### src/rtl/qspim_host.sv
// Quad-SPI host: one command/address/data transaction per request, mode-0 clocking.
// Every nibble is shifted MSB-first; reads add an optional dummy phase and a bus turnaround.
module qspim_host #(
    parameter int CLK_DIV   = 2,
    parameter int DUMMY_CYC = 4
) (
    input  logic        sys_clk,
    input  logic        rst_n,
    input  logic        req_i,
    input  logic        we_i,
    input  logic [7:0]  cmd_i,
    input  logic [31:0] addr_i,
    input  logic [31:0] wdata_i,
    output logic        ack_o,
    output logic [31:0] rdata_o,
    output logic        busy_o,
    output logic        sclk,
    output logic        ssn,
    output logic [3:0]  sdout,
    output logic        sdout_oen,
    input  logic [3:0]  sdin
);

    typedef enum logic [3:0] {
        IDLE     = 4'd0,
        CS_SETUP = 4'd1,
        CMD      = 4'd2,
        ADDR     = 4'd3,
        DUMMY    = 4'd4,
        WDATA    = 4'd5,
        RDATA    = 4'd6,
        CS_HOLD  = 4'd7,
        CS_GAP   = 4'd8
    } state_t;

    localparam int          DIV_LAST_I   = CLK_DIV - 1;
    localparam logic [7:0]  DIV_LAST     = DIV_LAST_I[7:0];
    localparam int          DUMMY_LAST_I = (DUMMY_CYC > 0) ? (DUMMY_CYC - 1) : 0;
    localparam logic [3:0]  DUMMY_LAST   = DUMMY_LAST_I[3:0];

    state_t      state_r;
    state_t      state_nx;
    logic [7:0]  div_cnt_r;
    logic [7:0]  div_cnt_nx;
    logic [3:0]  nib_cnt_r;
    logic [3:0]  nib_cnt_nx;
    logic        we_r;
    logic        we_nx;
    logic [67:0] tx_r;
    logic [67:0] tx_nx;
    logic [31:0] rx_r;
    logic [31:0] rx_nx;
    logic        sclk_r;
    logic        sclk_nx;
    logic        ssn_r;
    logic        ssn_nx;
    logic [3:0]  sdout_r;
    logic [3:0]  sdout_nx;
    logic        oen_r;
    logic        oen_nx;
    logic        ack_r;
    logic        ack_nx;
    logic        busy_r;
    logic        busy_nx;
    logic [31:0] rdata_r;
    logic [31:0] rdata_nx;

    logic        tick_s;
    logic        shift_phase_s;
    logic        rise_s;
    logic        fall_s;
    logic        accept_s;
    logic [3:0]  phase_last_s;
    logic        at_last_s;

    assign tick_s        = (state_r != IDLE) && (div_cnt_r == DIV_LAST);
    assign shift_phase_s = (state_r == CMD) || (state_r == ADDR) || (state_r == DUMMY) ||
                           (state_r == WDATA) || (state_r == RDATA);
    assign rise_s        = tick_s && shift_phase_s && !sclk_r;
    assign fall_s        = tick_s && shift_phase_s && sclk_r;
    // The ack cycle itself is IDLE but must not accept, so a held request waits one cycle.
    assign accept_s      = (state_r == IDLE) && req_i && !ack_r;
    assign at_last_s     = (nib_cnt_r == phase_last_s);

    // Index of the final sclk cycle (or half-period for CS_GAP) of the current step
    always_comb begin
        phase_last_s = 4'd0;
        case (state_r)
            CMD:           phase_last_s = 4'd1;
            ADDR:          phase_last_s = 4'd7;
            DUMMY:         phase_last_s = DUMMY_LAST;
            WDATA, RDATA:  phase_last_s = 4'd7;
            CS_GAP:        phase_last_s = 4'd1;
            default:       phase_last_s = 4'd0;
        endcase
    end

    // State register
    always_ff @(posedge sys_clk or negedge rst_n) begin
        if (!rst_n) begin
            state_r <= IDLE;
        end else begin
            state_r <= state_nx;
        end
    end

    // Next-state logic; data phases end on the falling edge of their last sclk cycle
    always_comb begin
        state_nx = state_r;
        case (state_r)
            IDLE: begin
                if (accept_s) state_nx = CS_SETUP;
                else          state_nx = IDLE;
            end
            CS_SETUP: begin
                if (tick_s) state_nx = CMD;
                else        state_nx = CS_SETUP;
            end
            CMD: begin
                if (fall_s && at_last_s) state_nx = ADDR;
                else                     state_nx = CMD;
            end
            ADDR: begin
                if (fall_s && at_last_s) begin
                    if (we_r)                state_nx = WDATA;
                    else if (DUMMY_CYC == 0) state_nx = RDATA;
                    else                     state_nx = DUMMY;
                end else begin
                    state_nx = ADDR;
                end
            end
            DUMMY: begin
                if (fall_s && at_last_s) state_nx = RDATA;
                else                     state_nx = DUMMY;
            end
            WDATA, RDATA: begin
                if (fall_s && at_last_s) state_nx = CS_HOLD;
                else                     state_nx = state_r;
            end
            CS_HOLD: begin
                if (tick_s) state_nx = CS_GAP;
                else        state_nx = CS_HOLD;
            end
            CS_GAP: begin
                if (tick_s && at_last_s) state_nx = IDLE;
                else                     state_nx = CS_GAP;
            end
            default: state_nx = IDLE;
        endcase
    end

    // Next values of the counters, shifters and pad/handshake registers
    always_comb begin
        we_nx      = we_r;
        tx_nx      = tx_r;
        rx_nx      = rx_r;
        sclk_nx    = sclk_r;
        ssn_nx     = ssn_r;
        sdout_nx   = sdout_r;
        oen_nx     = oen_r;
        ack_nx     = 1'b0;
        busy_nx    = busy_r;
        rdata_nx   = rdata_r;
        nib_cnt_nx = nib_cnt_r;

        if ((state_r == IDLE) || tick_s) div_cnt_nx = 8'd0;
        else                             div_cnt_nx = div_cnt_r + 8'd1;

        case (state_r)
            IDLE: begin
                if (accept_s) begin
                    we_nx      = we_i;
                    tx_nx      = {cmd_i[3:0], addr_i, wdata_i};
                    rx_nx      = 32'h0000_0000;
                    ssn_nx     = 1'b0;
                    oen_nx     = 1'b0;
                    sdout_nx   = cmd_i[7:4];
                    busy_nx    = 1'b1;
                    nib_cnt_nx = 4'd0;
                end else begin
                    busy_nx    = 1'b0;
                end
            end
            CS_SETUP: begin
                if (tick_s) begin
                    sclk_nx    = 1'b1;
                    nib_cnt_nx = 4'd0;
                end else begin
                    sclk_nx    = sclk_r;
                end
            end
            CMD, ADDR, DUMMY, WDATA, RDATA: begin
                if (rise_s) begin
                    sclk_nx = 1'b1;
                    if (state_r == RDATA) rx_nx = {rx_r[27:0], sdin};
                    else                  rx_nx = rx_r;
                end else if (fall_s) begin
                    sclk_nx = 1'b0;
                    if (at_last_s) nib_cnt_nx = 4'd0;
                    else           nib_cnt_nx = nib_cnt_r + 4'd1;
                    // Read turnaround: release the pads as the address leaves the wire.
                    if ((state_r == ADDR) && at_last_s && !we_r) begin
                        oen_nx   = 1'b1;
                        sdout_nx = 4'h0;
                    end else if ((state_r == CMD) || (state_r == ADDR) ||
                                 ((state_r == WDATA) && !at_last_s)) begin
                        sdout_nx = tx_r[67:64];
                        tx_nx    = {tx_r[63:0], 4'h0};
                    end else begin
                        sdout_nx = sdout_r;
                    end
                end else begin
                    sclk_nx = sclk_r;
                end
            end
            CS_HOLD: begin
                if (tick_s) begin
                    ssn_nx     = 1'b1;
                    oen_nx     = 1'b1;
                    nib_cnt_nx = 4'd0;
                end else begin
                    ssn_nx     = ssn_r;
                end
            end
            CS_GAP: begin
                if (tick_s) begin
                    if (at_last_s) begin
                        ack_nx     = 1'b1;
                        busy_nx    = 1'b0;
                        nib_cnt_nx = 4'd0;
                        if (!we_r) rdata_nx = rx_r;
                        else       rdata_nx = rdata_r;
                    end else begin
                        nib_cnt_nx = nib_cnt_r + 4'd1;
                    end
                end else begin
                    nib_cnt_nx = nib_cnt_r;
                end
            end
            default: begin
                ack_nx = 1'b0;
            end
        endcase
    end

    // Datapath and output registers
    always_ff @(posedge sys_clk or negedge rst_n) begin
        if (!rst_n) begin
            div_cnt_r <= 8'd0;
            nib_cnt_r <= 4'd0;
            we_r      <= 1'b0;
            tx_r      <= 68'h0;
            rx_r      <= 32'h0000_0000;
            sclk_r    <= 1'b0;
            ssn_r     <= 1'b1;
            sdout_r   <= 4'h0;
            oen_r     <= 1'b1;
            ack_r     <= 1'b0;
            busy_r    <= 1'b0;
            rdata_r   <= 32'h0000_0000;
        end else begin
            div_cnt_r <= div_cnt_nx;
            nib_cnt_r <= nib_cnt_nx;
            we_r      <= we_nx;
            tx_r      <= tx_nx;
            rx_r      <= rx_nx;
            sclk_r    <= sclk_nx;
            ssn_r     <= ssn_nx;
            sdout_r   <= sdout_nx;
            oen_r     <= oen_nx;
            ack_r     <= ack_nx;
            busy_r    <= busy_nx;
            rdata_r   <= rdata_nx;
        end
    end

    assign ack_o     = ack_r;
    assign rdata_o   = rdata_r;
    assign busy_o    = busy_r;
    assign sclk      = sclk_r;
    assign ssn       = ssn_r;
    assign sdout     = sdout_r;
    assign sdout_oen = oen_r;

endmodule
### config.mk
export PLATFORM = sky130hd
export DESIGN_NAME = qspim_host
export DESIGN_NICKNAME = d
export VERILOG_FILES = /design/src/rtl/qspim_host.sv
export SDC_FILE = /design/constraint.sdc
export NUM_CORES = 1
export LEC_CHECK = 0
export BUFFER_PORTS_ARGS = -buffer_cell sky130_fd_sc_hd__buf_2
export CAP_MARGIN = 40
export CORE_MARGIN = 1.5
export CORE_UTILIZATION = 51
export DETAILED_ROUTE_END_ITERATION = 10
export PLACE_DENSITY_LB_ADDON = 0.05
export SYNTH_ARGS = -nofsm -noshare
export SYNTH_HDL_FRONTEND = slang
export SYNTH_SLANG_ARGS = --single-unit
### constraint.sdc
create_clock -name sys_clk -period 2.9 [get_ports sys_clk]
set_clock_uncertainty 0.15 [all_clocks]
set_input_delay 0.29 -clock sys_clk [delete_from_list [all_inputs] [get_ports sys_clk]]
set_output_delay 0.29 -clock sys_clk [all_outputs]
set_load 0.005 [all_outputs]
Word level (Yosys, flattened, before mapping)

Cells that the tools add are included.

Equality and inequality tests: 26
Muxes and demuxes: 52
Add/subtract/negate cells: 2
Reduce and logical (&&, ||, !) cells: 44
Bitwise logic cells: 1

Operators with widths:

| cell                  | number |
|---|---|
| $mux W68              | 5 |
| $pmux W68 S2          | 1 |
| $mux W32              | 3 |
| $pmux W32 S2          | 1 |
| $mux W4               | 15 |
| $pmux W4 S8           | 1 |
| $ne A2 B2 Y1 const B  | 13 |
| $reduce_and A6 Y1     | 3 |
| $eq A4 B3 Y1 const B  | 4 |
| $mux W1               | 16 |
| $pmux W4 S4           | 1 |
| $logic_and A1 B1 Y1   | 11 |
| $pmux W3 S3           | 1 |
| $reduce_and A3 Y1     | 3 |
| $add A8 B1 Y8 const B | 1 |
| $eq A4 B2 Y1 const B  | 2 |
| $eq A8 B1 Y1 const B  | 1 |
| $mux W8               | 1 |
| $pmux W4 S2           | 1 |
| $reduce_and A4 Y1     | 2 |
| $reduce_bool A2 Y1    | 4 |
| $reduce_bool A4 Y1    | 2 |
| $logic_or A1 B1 Y1    | 6 |
| $ne A3 B3 Y1 const B  | 2 |
| other kinds (17)      | 25 |

Logic and storage cells: 138
Register bits after elaboration: 158
Bits of input ports: 80
Output and inout bits: 41

Logic depth before layout (Yosys ltp)

Gate-level depths: netlist of the first run.

Depth in word-level cells: 12
Gate-level depth with buffers: 12
Gate-level depth less buffers: 8

Worst setup path before layout of the first run

OpenSTA, ideal clock, no wires.

Path type: flip-flop to flip-flop
Start: register state_r[1]
End: register rdata_r[10], in the netlist rdata_o[10]
Clock period less this slack: 2765 ps
Stages on the path, launching flop included: 10
Slack: 135 ps
Path buffers: 3
Library setup time: 125 ps
Arrival: 2490 ps
Required time: 2625 ps
Cell sequence: dfrtp_1 -> buf_6 -> or4b_4 -> a21o_1 -> o32ai_2 -> nand2_4 -> or4_1 -> buf_6 -> buf_12 -> mux2_4

Longest elaborated chain between the ends: 5
Elaborated cells between the ends (all ways): 13
Classes of those cells: eq/ne (7); mux (1); reduce/logical (5)

RTL lines:

| element                                                               | line | source |
|---|---|---|
| from (decl)                                                           | 41   | `state_t state_r;` |
| from (signal assigned)                                                | 103  | `state_r <= state_nx;` |
| $eq A4 B2 Y1, or another cell as far along                            | 88   | `case (state_r)` |
| $reduce_or A3 Y1 (no source line) or $reduce_or A2 Y1 (tied branches) | -    |  |
| $pmux W3 S3                                                           | 88   |  |
| $eq A4 B4 Y1                                                          | 83   | `assign at_last_s = (nib_cnt_r == phase_last_s);` |
| $reduce_and A4 Y1 (no source line) *                                  | -    |  |
| to (signal assigned)                                                  | 273  | `rdata_r <= rdata_nx;` |
| to (decl)                                                             | 65   | `logic [31:0] rdata_r;` |

Every way passes the cells marked *; elsewhere a longest branch is shown, timed or not.
A chain may end at the register's enable or synchronous reset.

Worst setup path after layout of the first run

Start: register state_r[1]
End: register rdata_r[1], in the netlist rdata_o[1]

Same word-level chain as after synthesis.

==> results of run 1 <==
[state kept, by name (all words and copies together) (netlist names)]
| name | count |
|---|---|
| ack_o | 1 |
| ssn | 1 |
| we_r | 1 |
| div_cnt_r | 8 |
| sclk | 1 |
| sdout_oen | 1 |
| busy_o | 1 |
| nib_cnt_r | 4 |
| rdata_o | 32 |
| rx_r | 32 |
| tx_r | 68 |
| state_r | 4 |
| sdout | 4 |
[path summary, 6_finish.rpt]
path	endpoint	cells past startpoint
worst max-delay path	rdata_o[1]$_DFFE_PN0P_	7
worst min-delay path	tx_r[24]$_DFFE_PN0P_	3
worst max register to register	rdata_o[1]$_DFFE_PN0P_	7
worst min register to register	rx_r[30]$_DFFE_PN0P_	2
max in group asynchronous	rx_r[28]$_DFFE_PN0P_	3
min in group asynchronous	sclk$_DFFE_PN0P_	2
[kinds of logic (layout without fill, tap and decap cells)]
| kind of cell | after synthesis | in the layout | synth area share [%] |
|---|---|---|---|
| adders and majority gates | 3 | 3 | 0.505 |
| and+or+nand+nor | 281 | 281 | 16.0 |
| xor gates and xnor gates | 8 | 8 | 0.943 |
| AOI/OAI and AO/OA | 208 | 208 | 16.4 |
| buffers and inverters | 71 | 277 | 5.12 |
| muxes | 42 | 42 | 7.79 |
| DFF | 158 | 158 | 53.2 |
[power breakdown]
| group | switching (W) | internal (W) |
|---|---|---|
| sequential | 0.0000448 | 0.00227 |
| combinational | 0.000128 | 0.000153 |
| clock | 0.000879 | 0.00122 |
| total | 0.00105 | 0.00364 |
[timing repair]
item                                    CTS  global route
hold buffers                             73             0
endpoints found under the setup margin    0           101
setup buffers                             0             3
endpoints found under the hold margin   154             0
gates resized for setup                   0             5
[per-layer routing]
| layer | vias to the layer above | track usage (%) | wire length (µm) |
|---|---|---|---|
| met4 | 0 | 7.04 | 289 |
| li1 | 3054 | - | - |
| met2 | 260 | 39.4 | 9450 |
| met5 | - | 0 | 0 |
| met1 | 3153 | 34.6 | 8440 |
| met3 | 23 | 5.04 | 1150 |
[tightest hold or removal path, cell delays in order]
cell	delay [ns]
buf_2	0.10
nand2_1	0.07
a31oi_1	0.08
[metrics by stage]
stage	hold WS, ns	instance area [µm²]	power (W)	worst slack (ns)
6_report	0.0168	9730	0.00470	0.0699
5_1_grt	0.0145	9730	0.00488	0.00323
4_1_cts	0.00474	9590	0.00473	0.0275
3_5_place_dp	0.270	8310	0.00256	0.0350
3_3_place_gp	0.263	8310	0.00255	0.0732
2_1_floorplan	-0.156	7430	0.00242	0.135
[final cells by class]
type,instances,area share [%]
inverters,10,0.386
well taps,180,2.32
flip-flops and latches,158,40.7
repair buffers,236,18.4
multi-input cells,542,32.6
clock buffers,21,4.73
clock inverters,10,0.926
[cells in the final DEF (no fill, tap or decap), drive strengths merged, types with 2 or more instances in the layout]
cell,Yosys,routed
inv,10,11
nand2,209,209
buf,28,160
a31oi,66,66
or3,2,2
clkinvlp,0,3
or2,2,2
dlygate4sd3,0,73
a221oi,2,2
o21ai,44,44
a211oi,4,4
a21o,3,3
nand3,14,14
clkbuf,33,24
nand2b,4,4
nor2,23,23
xnor2,3,3
nor3,8,8
mux2,37,37
dfrtp,156,156
xor2,5,5
mux2i,5,5
ha,3,3
a21oi,73,73
clkinv,0,5
and2,4,4
o31ai,3,3
a21bo,2,2
nor4,2,2
and3,5,5
dfstp,2,2
or4,2,2
==> reports/results.txt, run 1 <==
The run finished with clean final reports. The average cell area after synthesis is 9.64 µm², and the maximum buffer depth of the clock tree is 2. The logs give 0.41 ns for the insertion delay of the later-clocked pin in the worst-skew pair and 45.6% for the worst-case headroom to the max-slew limit.

For this run, asynchronously set or reset flops after synthesis account for 100%. Across the whole layout, storage elements account for 0.00396 mm². After synthesis, the netlist uses 53 different library cells.

In this run, the number of DRC markers left after iteration 0 of detailed routing was 579. In this run the worst setup path begins at state_r[1]$_DFFE_PN0P_. The setup path with the least slack is of type flip-flop to flip-flop.

Ratio of final minimum period to clock period: 97.6%. The cell family contributing the most delay on the critical path is simple AND/OR/NAND/NOR gates. The run gives 0.00743 mm² as the post-synthesis instance area. Yosys attributes the largest share of cell area to dfrtp_1 53%, nand2_1 11%, mux2_4 6.1%, a31oi_1 5.6%, a21oi_1 4.9%. The startpoint identified for the worst hold timing path is wdata_i[24]. In this run the worst path has a maximum fanout of 32.

Measured on the finished design, the core utilization comes to 69.3%. 0 antenna diodes ended up in the layout. Setup violations remaining at the end of the flow were counted as 0.

The wire-length estimate of the detail-placed layout is 11,000 µm. The required time at the worst-slack endpoint was 3.05 ns. The number of antenna violations at the first check in global routing is 0. The tools report the post-synthesis instance total as 771. Via count of the first global-routing pass: 6,100.

The final layout contains 1,048 nets. In the post-synthesis netlist, the cell with the most instances is nand2_1. The root buffer cell chosen for the clock tree is clkbuf_16. From left edge to right edge, the die measures 124 µm. The startpoint kind of the worst setup timing path is a flip-flop. Summed over all cells, the static leakage comes to 4.74 nW. The buffers plus inverters on the worst setup path was 1. The total area of multi-input combinational cells came out at 0.00317 mm².

The slowest stage of the critical path belongs to the cell or4_2. Data arrives at the worst endpoint at 2.98 ns. For this run, the slowest stage of the critical path takes 0.58 ns. The largest total area in the synthesized netlist belongs to dfrtp_1.

STA classifies the critical path endpoint as a flip-flop. Setup repair after global routing left no endpoint under its margin. Detailed routing inserted a total of 6,490 vias. The logs give 353 MHz for the achievable frequency and 0 for the post-route antenna net violation count. The worst path needs 2.83 ns of the cycle, external delays included. Counting every sink on the clock net gives 158.

The tools report the core area as 0.0140 mm². For this design the ratio of total power to cell area is 483 mW/mm². Once placement completed, the tool counted placed cells totaling 1,046. Summing the sequential cell areas from Yosys gives 53.2% of the chip area. Number of fill cells in the layout: 1,053.

The number of nets in the synthesized netlist is 854. For this run, design rule violations remaining after detail routing come to 0. TritonCTS built the clock tree.

After synthesis, the largest area contributor takes up 52.5% of total cell area. Clock-pin slew was measured on the worst setup and hold paths at 0.06 ns. The first global-routing pass estimated 29,800 µm of wire. Detail-routed via count per cell: 5.61. Post-route non-filler standard cell count: 1,157.

The number of warnings reported in the yosys synthesis log came out at 0. Counting the buffers created by CTS gives 17. For the final count of pins violating max slew, the log shows 0. The commonest cells after synthesis are 208 x nand2_1, 156 x dfrtp_1, 73 x a21oi_1. Port buffering added 120 buffers. For the pin with the worst max-slew slack, the measured transition is 0.816 ns. Total iterations of the first detailed-routing run: 6. Setup total negative slack on the finished layout was measured at 0 ns. Vertical extent of the die: 124 µm. In this run the core area contains 43 standard-cell rows.

Traced cell by cell, the critical path runs through or4b_4 -> a21o_1 -> o32ai_4 -> nand2_4 -> or4_2 -> buf_12 -> mux2_4. At the end of routability-driven placement, the weighted congestion stood at 0.893. For the worst voltage drop across the vdd grid, the log shows 0.000432 V. For the total global routing track utilization, the log shows 24.8%.

Setup slack on the worst reg-to-reg path comes out at 0.07 ns. The initial utilization of the core area, before any placement, comes to 52.9%. The H-tree depth came out at 4. For the total grt overflow, the log shows 0. The tools report the largest net degree at the start of global routing as 97.

The tool flagged a number of max-cap violations equal to 0. The min-delay analysis places its worst path in the category input port to flip-flop. Die outline area: 0.0153 mm².

In the synthesized netlist the dominant register cell turns out to be dfrtp_1. The layout-stage area growth over the synthesis result is 30.9%. The startpoint identified for the worst register-to-register timing path is state_r[1]$_DFFE_PN0P_. Pin placement for this block handled 121 I/O pins. For this block, the routed nets add up to 19,300 µm of wire. The number of register bits inferred by synthesis came out at 158. Cells with a size suffix above 1 make up 25.5% of the layout. Counting flops with a built-in enable in the synthesized netlist gives 0. The number of hold-slack violations in the final timing report was 0; the average wire length per cell after detail routing was 16.7 µm.
No activity file was read; power rests on OpenSTA's default activity.
==> run 2, diff against run 1 <==
CORE_MARGIN = default   (was 1.5)
CORE_UTILIZATION = 57   (was 51)
clock period = 3.5 ns   (was 2.9 ns; I/O delays follow)
==> run 2 against run 1 <==
Sequential power down 17%. Cell area down 9.0%. Power down 13%. Fmax down 10%. Sequential cell count unchanged. Largest cell class unchanged. Largest power group is now clock.
==> reports/results.txt, run 2 (synthesis gave the netlist of run 1 again) <==
The post-route non-filler standard cell count was 1,058 (-8.6%); the slew at the pin closest to its max-slew limit was 0.768 ns (-0.0475 ns). The top-level I/O count is 121 (unchanged), and the detail-routed via count per cell is 5.62 (+0.11%). The library cells used most frequently in the layout, excluding fill and tap cells, are 208 x nand2_1, 156 x dfrtp_1, 119 x buf_2. The achievable frequency came out at 317 MHz (-10%). The tools report the total of max-cap violations as 0 (unchanged). Maximum buffer depth of the clock tree: 2 (unchanged). The run gives 5,941 (-8.5%) as the total number of vias.

The dominant delay contributor by cell family on the critical path is simple AND/OR/NAND/NOR gates. The internal power contribution was 0.00320 W (-12%). For the clock group share of total power, the log shows 48.7% (+4.0 points).

The flow ran to the end, and the final reports show no timing, DRC or antenna violations. The run gives 0.000874 W (-17%) as the switching power of the nets. The run gives 3.30 ns (+0.32 ns) as the data arrival time of the critical path. The tools report the buffer type at the clock tree root as clkbuf_16. The largest net degree at the start of global routing was 97 (unchanged).

The tools report the worst reg2reg path startpoint as state_r[2]$_DFFE_PN0P_. Setup repair after global routing left no endpoint under its margin. The final count of pins violating max slew was 0 (unchanged); the layout-stage area growth over the synthesis result was 19.1%. The worst-path maximum fanout came out at 32 (unchanged).

The number of flip-flops in the largest register is 68 (unchanged), and the ratio of final minimum period to clock period is 90.0% (-7.6 points). The number of diodes added for antenna fixing is 0 (unchanged), and the insertion delay of the later-clocked pin in the worst-skew pair is 0.42 ns (about the same). The number of antenna violations at the first check in global routing was 0 (unchanged); the count of input and output buffers was 120 (unchanged).

The most critical setup path has its startpoint at state_r[2]$_DFFE_PN0P_. For the die outline area, the log shows 0.0135 mm² (-12%). The path length in cells of the critical path was 7 (unchanged); the worst stage delay on the critical path was 0.61 ns (+0.03 ns). The total global routing track utilization is 26.5% (+1.7 points). The H-tree depth came out at 4 (unchanged). The minimum clock period was 3.15 ns (+0.320 ns); the fraction of power spent switching nets was 21.5% (-0.94 points). Reg-to-reg setup timing slack: 0.35 ns (+0.28 ns).

Capture point of the critical path: rdata_o[18]$_DFFE_PN0P_. The routed wire length is 16,800 µm (-13%). The static leakage was 4.36 nW (-8.2%); the worst-case headroom to the max-slew limit was 48.8% (+3.2 points). The largest individual stage delay along the critical path comes from the cell or4_2. The worst voltage drop across the vdd grid was 0.000397 V (-7.9%); the buffers plus inverters on the worst setup path was 1 (unchanged). The worst hold slack after final layout came out at 0.0269 ns (+0.0102 ns).

The total grt overflow is 0 (unchanged). The cell count after placement was 1,022 (-2.3%). The endpoint of the worst-slack reg-to-reg timing path was rdata_o[18]$_DFFE_PN0P_. For the total clock sinks, the log shows 158 (unchanged). The DRC violation count after routing is 0 (unchanged), and the total iterations of the first detailed-routing run is 4 (-2).

The layout net count came out at 956 (-8.8%). The power share of the sequential group came out at 47.1% (-2.2 points). The setup path with the least slack is of type flip-flop to flip-flop.

The number of hold-slack violations in the final timing report is 0 (unchanged), and the vertical extent of the die is 116 µm (-6.1%). The post-route antenna net violation count came out at 0 (unchanged). The required time at the worst-slack endpoint is 3.65 ns (+0.60 ns). Traced cell by cell, the critical path runs through or4b_4 -> a21o_1 -> o32ai_2 -> nand2_4 -> or4_2 -> buf_12 -> mux2_4. The tools report the core area as 0.0127 mm² (-9.8%).

The run gives 0 ns (unchanged) as the setup TNS. TritonCTS buffer count: 17 (unchanged). The power per unit of standard cell area came out at 460 mW/mm² (-4.8%). The number of cells traversed by the worst register-to-register path is 7 (unchanged), and the post-cts resize count is 0 (unchanged).

The combinational share of power is 4.2% (-1.8 points), and the total setup violations reported at the end of the flow is 0 (unchanged). Average wire length per cell after detail routing: 15.9 µm (-5.0%). The tools report the initial core utilization as 58.7% (+5.7 points).

Die width: 116 µm (-6.1%). The violation count after the first detailed-routing iteration is 438 (-24%). The endpoint class of the critical path is a flip-flop.

Path category of the worst min-delay check: input port to flip-flop. The proportion of layout cells with a drive suffix above 1 came out at 25.4% (-0.091 points). The routability-driven placement congestion ratio came out at 0.872 (-2.4%). The count of standard-cell rows came out at 41 (-4.7%). STA classifies the critical path startpoint as a flip-flop. The via count of the first global-routing pass was 5,626 (-7.8%). The startpoint identified for the worst hold timing path is wdata_i[3]. Counting flops per register, the top entry is tx_r.

HPWL reported at the end of detailed placement: 10,500 µm (-4.8%). The run gives 27,700 µm (-7.0%) as the first-pass GRT wire length. Leaving out fill and tap cells, the most frequent cell in the layout is nand2_1.

TritonCTS built the clock tree. The clock-pin slew on the worst setup and hold paths works out to 0.06 ns (about the same).
[run 2: worst min path at each step]
stage                             endpoint  cells after the start
global placement      rx_r[31]$_DFFE_PN0P_                      2
CTS                    tx_r[3]$_DFFE_PN0P_                      3
global route           rx_r[0]$_DFFE_PN0P_                      3
detailed placement  state_r[0]$_DFFE_PN0P_                      1
floorplan                  ack_o$_DFF_PN0_                      0
finish                 tx_r[3]$_DFFE_PN0P_                      3
[run 2: repair_timing]
| item | in CTS | in global routing |
|---|---|---|
| setup buffers | 0 | 0 |
| endpoints found under the hold margin | 105 | 0 |
| hold buffers | 4 | 0 |
[run 2: cell type report]
cell class / count / area (µm²)
Fill cell: 1002 / 3820
Multi-Input combinational cell: 542 / 3140
Inverter: 10 / 37.5
Clock buffer: 20 / 457
Sequential cell: 158 / 3960
Clock inverter: 12 / 184
Tap cell: 172 / 215
Timing Repair Buffer: 144 / 867
[run 2: worst register-to-register path: cells and delay by family (launching register included)]
family / cells / cell delay [ns]
AO/OA/AOI/OAI: 2 / 0.43
multiplexers: 1 / 0.34
flip-flops: 1 / 0.53
buffers and inverters: 1 / 0.23
AND/OR/NAND/NOR: 3 / 1.35
[run 2: routing by layer]
| layer | vias up | routed length (µm) | track usage, % |
|---|---|---|---|
| li1 | 2884 | - | - |
| met1 | 2861 | 7730 | 37.0 |
| met5 | - | 0 | 0 |
| met4 | 0 | 270 | 9.23 |
| met2 | 171 | 7950 | 40.7 |
| met3 | 25 | 832 | 6.38 |
[run 2: power by group through the flow]
stage	clock, W	sequential [W]	combinational (W)
after CTS	0.00201	0.00192	0.000173
after floorplan	0	0.00194	0.0000665
after global routing	0.00210	0.00192	0.000195
after global placement	0	0.00195	0.000159
final	0.00198	0.00192	0.000169
after detailed placement	0	0.00195	0.000168
[run 2: through the flow]
step           worst slack (ns)  instance area (µm²)  power [W]  util [%]
6_report                  0.350                 8850    0.00407      69.9
5_1_grt                   0.245                 8850    0.00422      69.9
4_1_cts                   0.375                 8850    0.00410      69.9
3_5_place_dp              0.400                 8170    0.00212      64.5
3_3_place_gp              0.475                 8140    0.00211      64.3
2_1_floorplan             0.735                 7430    0.00201         -
==> run 3, diff against run 2 <==
CTS_BUF_LIST = sky130_fd_sc_hd__clkbuf_16   (was default)
==> run 3 against run 2 <==
Cell area decreased by 0.23%. Cell count unchanged. Largest power group unchanged. Power decreased by 1.2%. Sequential power about the same. Clock power decreased by 3%. Critical endpoint unchanged. Setup slack improved by 0.025 ns. Die area unchanged.
==> reports/results.txt, run 3 (synthesis gave the netlist of run 1 again) <==
The flow ran to the end, and the final reports show no timing, DRC or antenna violations. The data arrival time of the critical path is 3.28 ns (-0.02 ns), and the die width is 116 µm (unchanged). Total number of vias: 5,959 (+0.30%). Startpoint of the tightest hold check path: wdata_i[3]. The register with the most flip-flops in the final layout is tx_r.

The first-pass GRT wire length was 27,600 µm (-0.30%); the total setup violations reported at the end of the flow was 0 (unchanged). The run gives 4 (unchanged) as the H-tree depth. In the layout the commonest cells are 208 x nand2_1, 156 x dfrtp_1, 119 x buf_2. The slew at the pin closest to its max-slew limit was 0.766 ns (-0.00185 ns).

The worst setup path is captured at a flip-flop. The total iterations of the first detailed-routing run is 5 (+1), and the total clock sinks is 158 (unchanged). The worst-path maximum fanout is 32 (unchanged), and the minimum clock period is 3.13 ns (-0.0246 ns). Largest net degree at the start of global routing: 97 (unchanged). The power per unit of standard cell area was 455 mW/mm² (-0.96%).

The HPWL reported at the end of detailed placement came out at 10,500 µm (unchanged). The run gives 58.7% (unchanged) as the initial core utilization. The proportion of layout cells with a drive suffix above 1 is 25.2% (-0.23 points). Achievable frequency: 320 MHz (+0.79%).

The die outline area is 0.0135 mm² (unchanged), and the total of max-cap violations is 0 (unchanged). The run gives 0.000397 V (about the same) as the worst voltage drop across the vdd grid. The required time at the worst-slack endpoint was 3.65 ns (about the same); the worst-case headroom to the max-slew limit was 48.9% (+0.12 points). The tools report the routed wire length as 16,800 µm (about the same).

The detail-routed via count per cell works out to 5.63 (+0.30%). The routability-driven placement congestion ratio is 0.872 (unchanged). Number of flip-flops in the largest register: 68 (unchanged). In this run the clock root is driven by a clkbuf_16.

TritonCTS built the clock tree. The library cell used most frequently in the layout, excluding fill and tap cells, is nand2_1. The worst hold path belongs to the class input port to flip-flop. The count of input and output buffers came out at 120 (unchanged). The vertical extent of the die was 116 µm (unchanged); the number of hold-slack violations in the final timing report was 0 (unchanged).

The average wire length per cell after detail routing works out to 15.9 µm (about the same). In this run the worst setup path begins at state_r[2]$_DFFE_PN0P_. For the layout net count, the log shows 956 (unchanged). The critical path class is flip-flop to flip-flop. The run gives 121 (unchanged) as the top-level I/O count. The number of antenna violations at the first check in global routing was 0 (unchanged). The total grt overflow is 0 (unchanged).

The number of diodes added for antenna fixing was 0 (unchanged); the TritonCTS buffer count was 17 (unchanged). The run gives 2 (unchanged) as the maximum buffer depth of the clock tree. For the final count of pins violating max slew, the log shows 0 (unchanged). The logs give 41 (unchanged) for the count of standard-cell rows and 0 (unchanged) for the DRC violation count after routing. The violation count after the first detailed-routing iteration is 445 (+1.6%). The tools report the post-route antenna net violation count as 0 (unchanged). The worst hold slack after final layout is 0.0268 ns (-0.000179 ns). The startpoint kind of the worst setup timing path is a flip-flop. Via count of the first global-routing pass: 5,614 (-0.21%). The static leakage is 4.35 nW (-0.16%), and the core area is 0.0127 mm² (unchanged).

The worst register-to-register path begins at state_r[2]$_DFFE_PN0P_. The layout-stage area growth over the synthesis result was 18.8%. The total global routing track utilization is 26.4% (-0.091 points), and the post-cts resize count is 0 (unchanged). The ratio of final minimum period to clock period was 89.3% (-0.70 points).

Setup repair after global routing left no endpoint under its margin. The run gives 0.42 ns (about the same) as the insertion delay of the later-clocked pin in the worst-skew pair. The clock-pin slew on the worst setup and hold paths works out to 0.06 ns (about the same). The setup TNS is 0 ns (unchanged).
run 3: path summary, 6_finish.rpt:
| check | end | slack [ns] | cells past startpoint |
|---|---|---|---|
| worst min-delay path | tx_r[3]$_DFFE_PN0P_ | 0.03 | 3 |
| worst min register to register | rx_r[29]$_DFFE_PN0P_ | 0.34 | 2 |
| max in group asynchronous | tx_r[53]$_DFFE_PN0P_ | 2.05 | 4 |
| worst max register to register | rdata_o[18]$_DFFE_PN0P_ | 0.37 | 7 |
| worst max-delay path | rdata_o[18]$_DFFE_PN0P_ | 0.37 | 7 |
| min in group asynchronous | state_r[0]$_DFFE_PN0P_ | 0.15 | 2 |
run 3: cell type report:
class	instances	area [µm²]
multi-input cells	542	3140
clock inverters	15	195
well taps	172	215
repair buffers	144	867
flip-flops and latches	158	3960
inverters	10	37.5
clock buffers	17	425
fillers	1003	3840
run 3: what timing repair did:
item | CTS | global route
endpoints found under the hold margin | 105 | 0
hold buffers | 4 | 0
setup buffers | 0 | 0
run 3: stage by stage:
step           worst slack [ns]  power (W)  area [µm²]  cells  util [%]
6_report                  0.375    0.00402        8830   1058      69.7
4_1_cts                   0.375    0.00406        8830   1058      69.7
3_3_place_gp              0.475    0.00211        8140   1021      64.3
2_1_floorplan             0.735    0.00201        7430    771         -
5_1_grt                   0.245    0.00417        8830   1058      69.7
3_5_place_dp              0.400    0.00212        8170   1022      64.5
run 3: metal layers:
metal  track usage, %  part of all wire [%]
met5                0                     0
met3             6.38                   4.7
met4             9.23                   1.5
met2             40.6                    48
met1             36.8                    46
run 3: where the power goes:
part	internal, W	switching [W]	leakage (nW)	total [W]
Clock	0.00119	0.000743	0.300	0.00193
Sequential	0.00188	0.0000367	2.05	0.00192
Combinational	0.0000773	0.0000923	2.00	0.000170
run 3: critical path: stages (launching register included):
cell	delay [ns]
dfrtp_1	0.52
or4b_4	0.59
a21o_1	0.21
o32ai_2	0.22
nand2_4	0.13
or4_2	0.61
buf_12	0.23
mux2_4	0.32
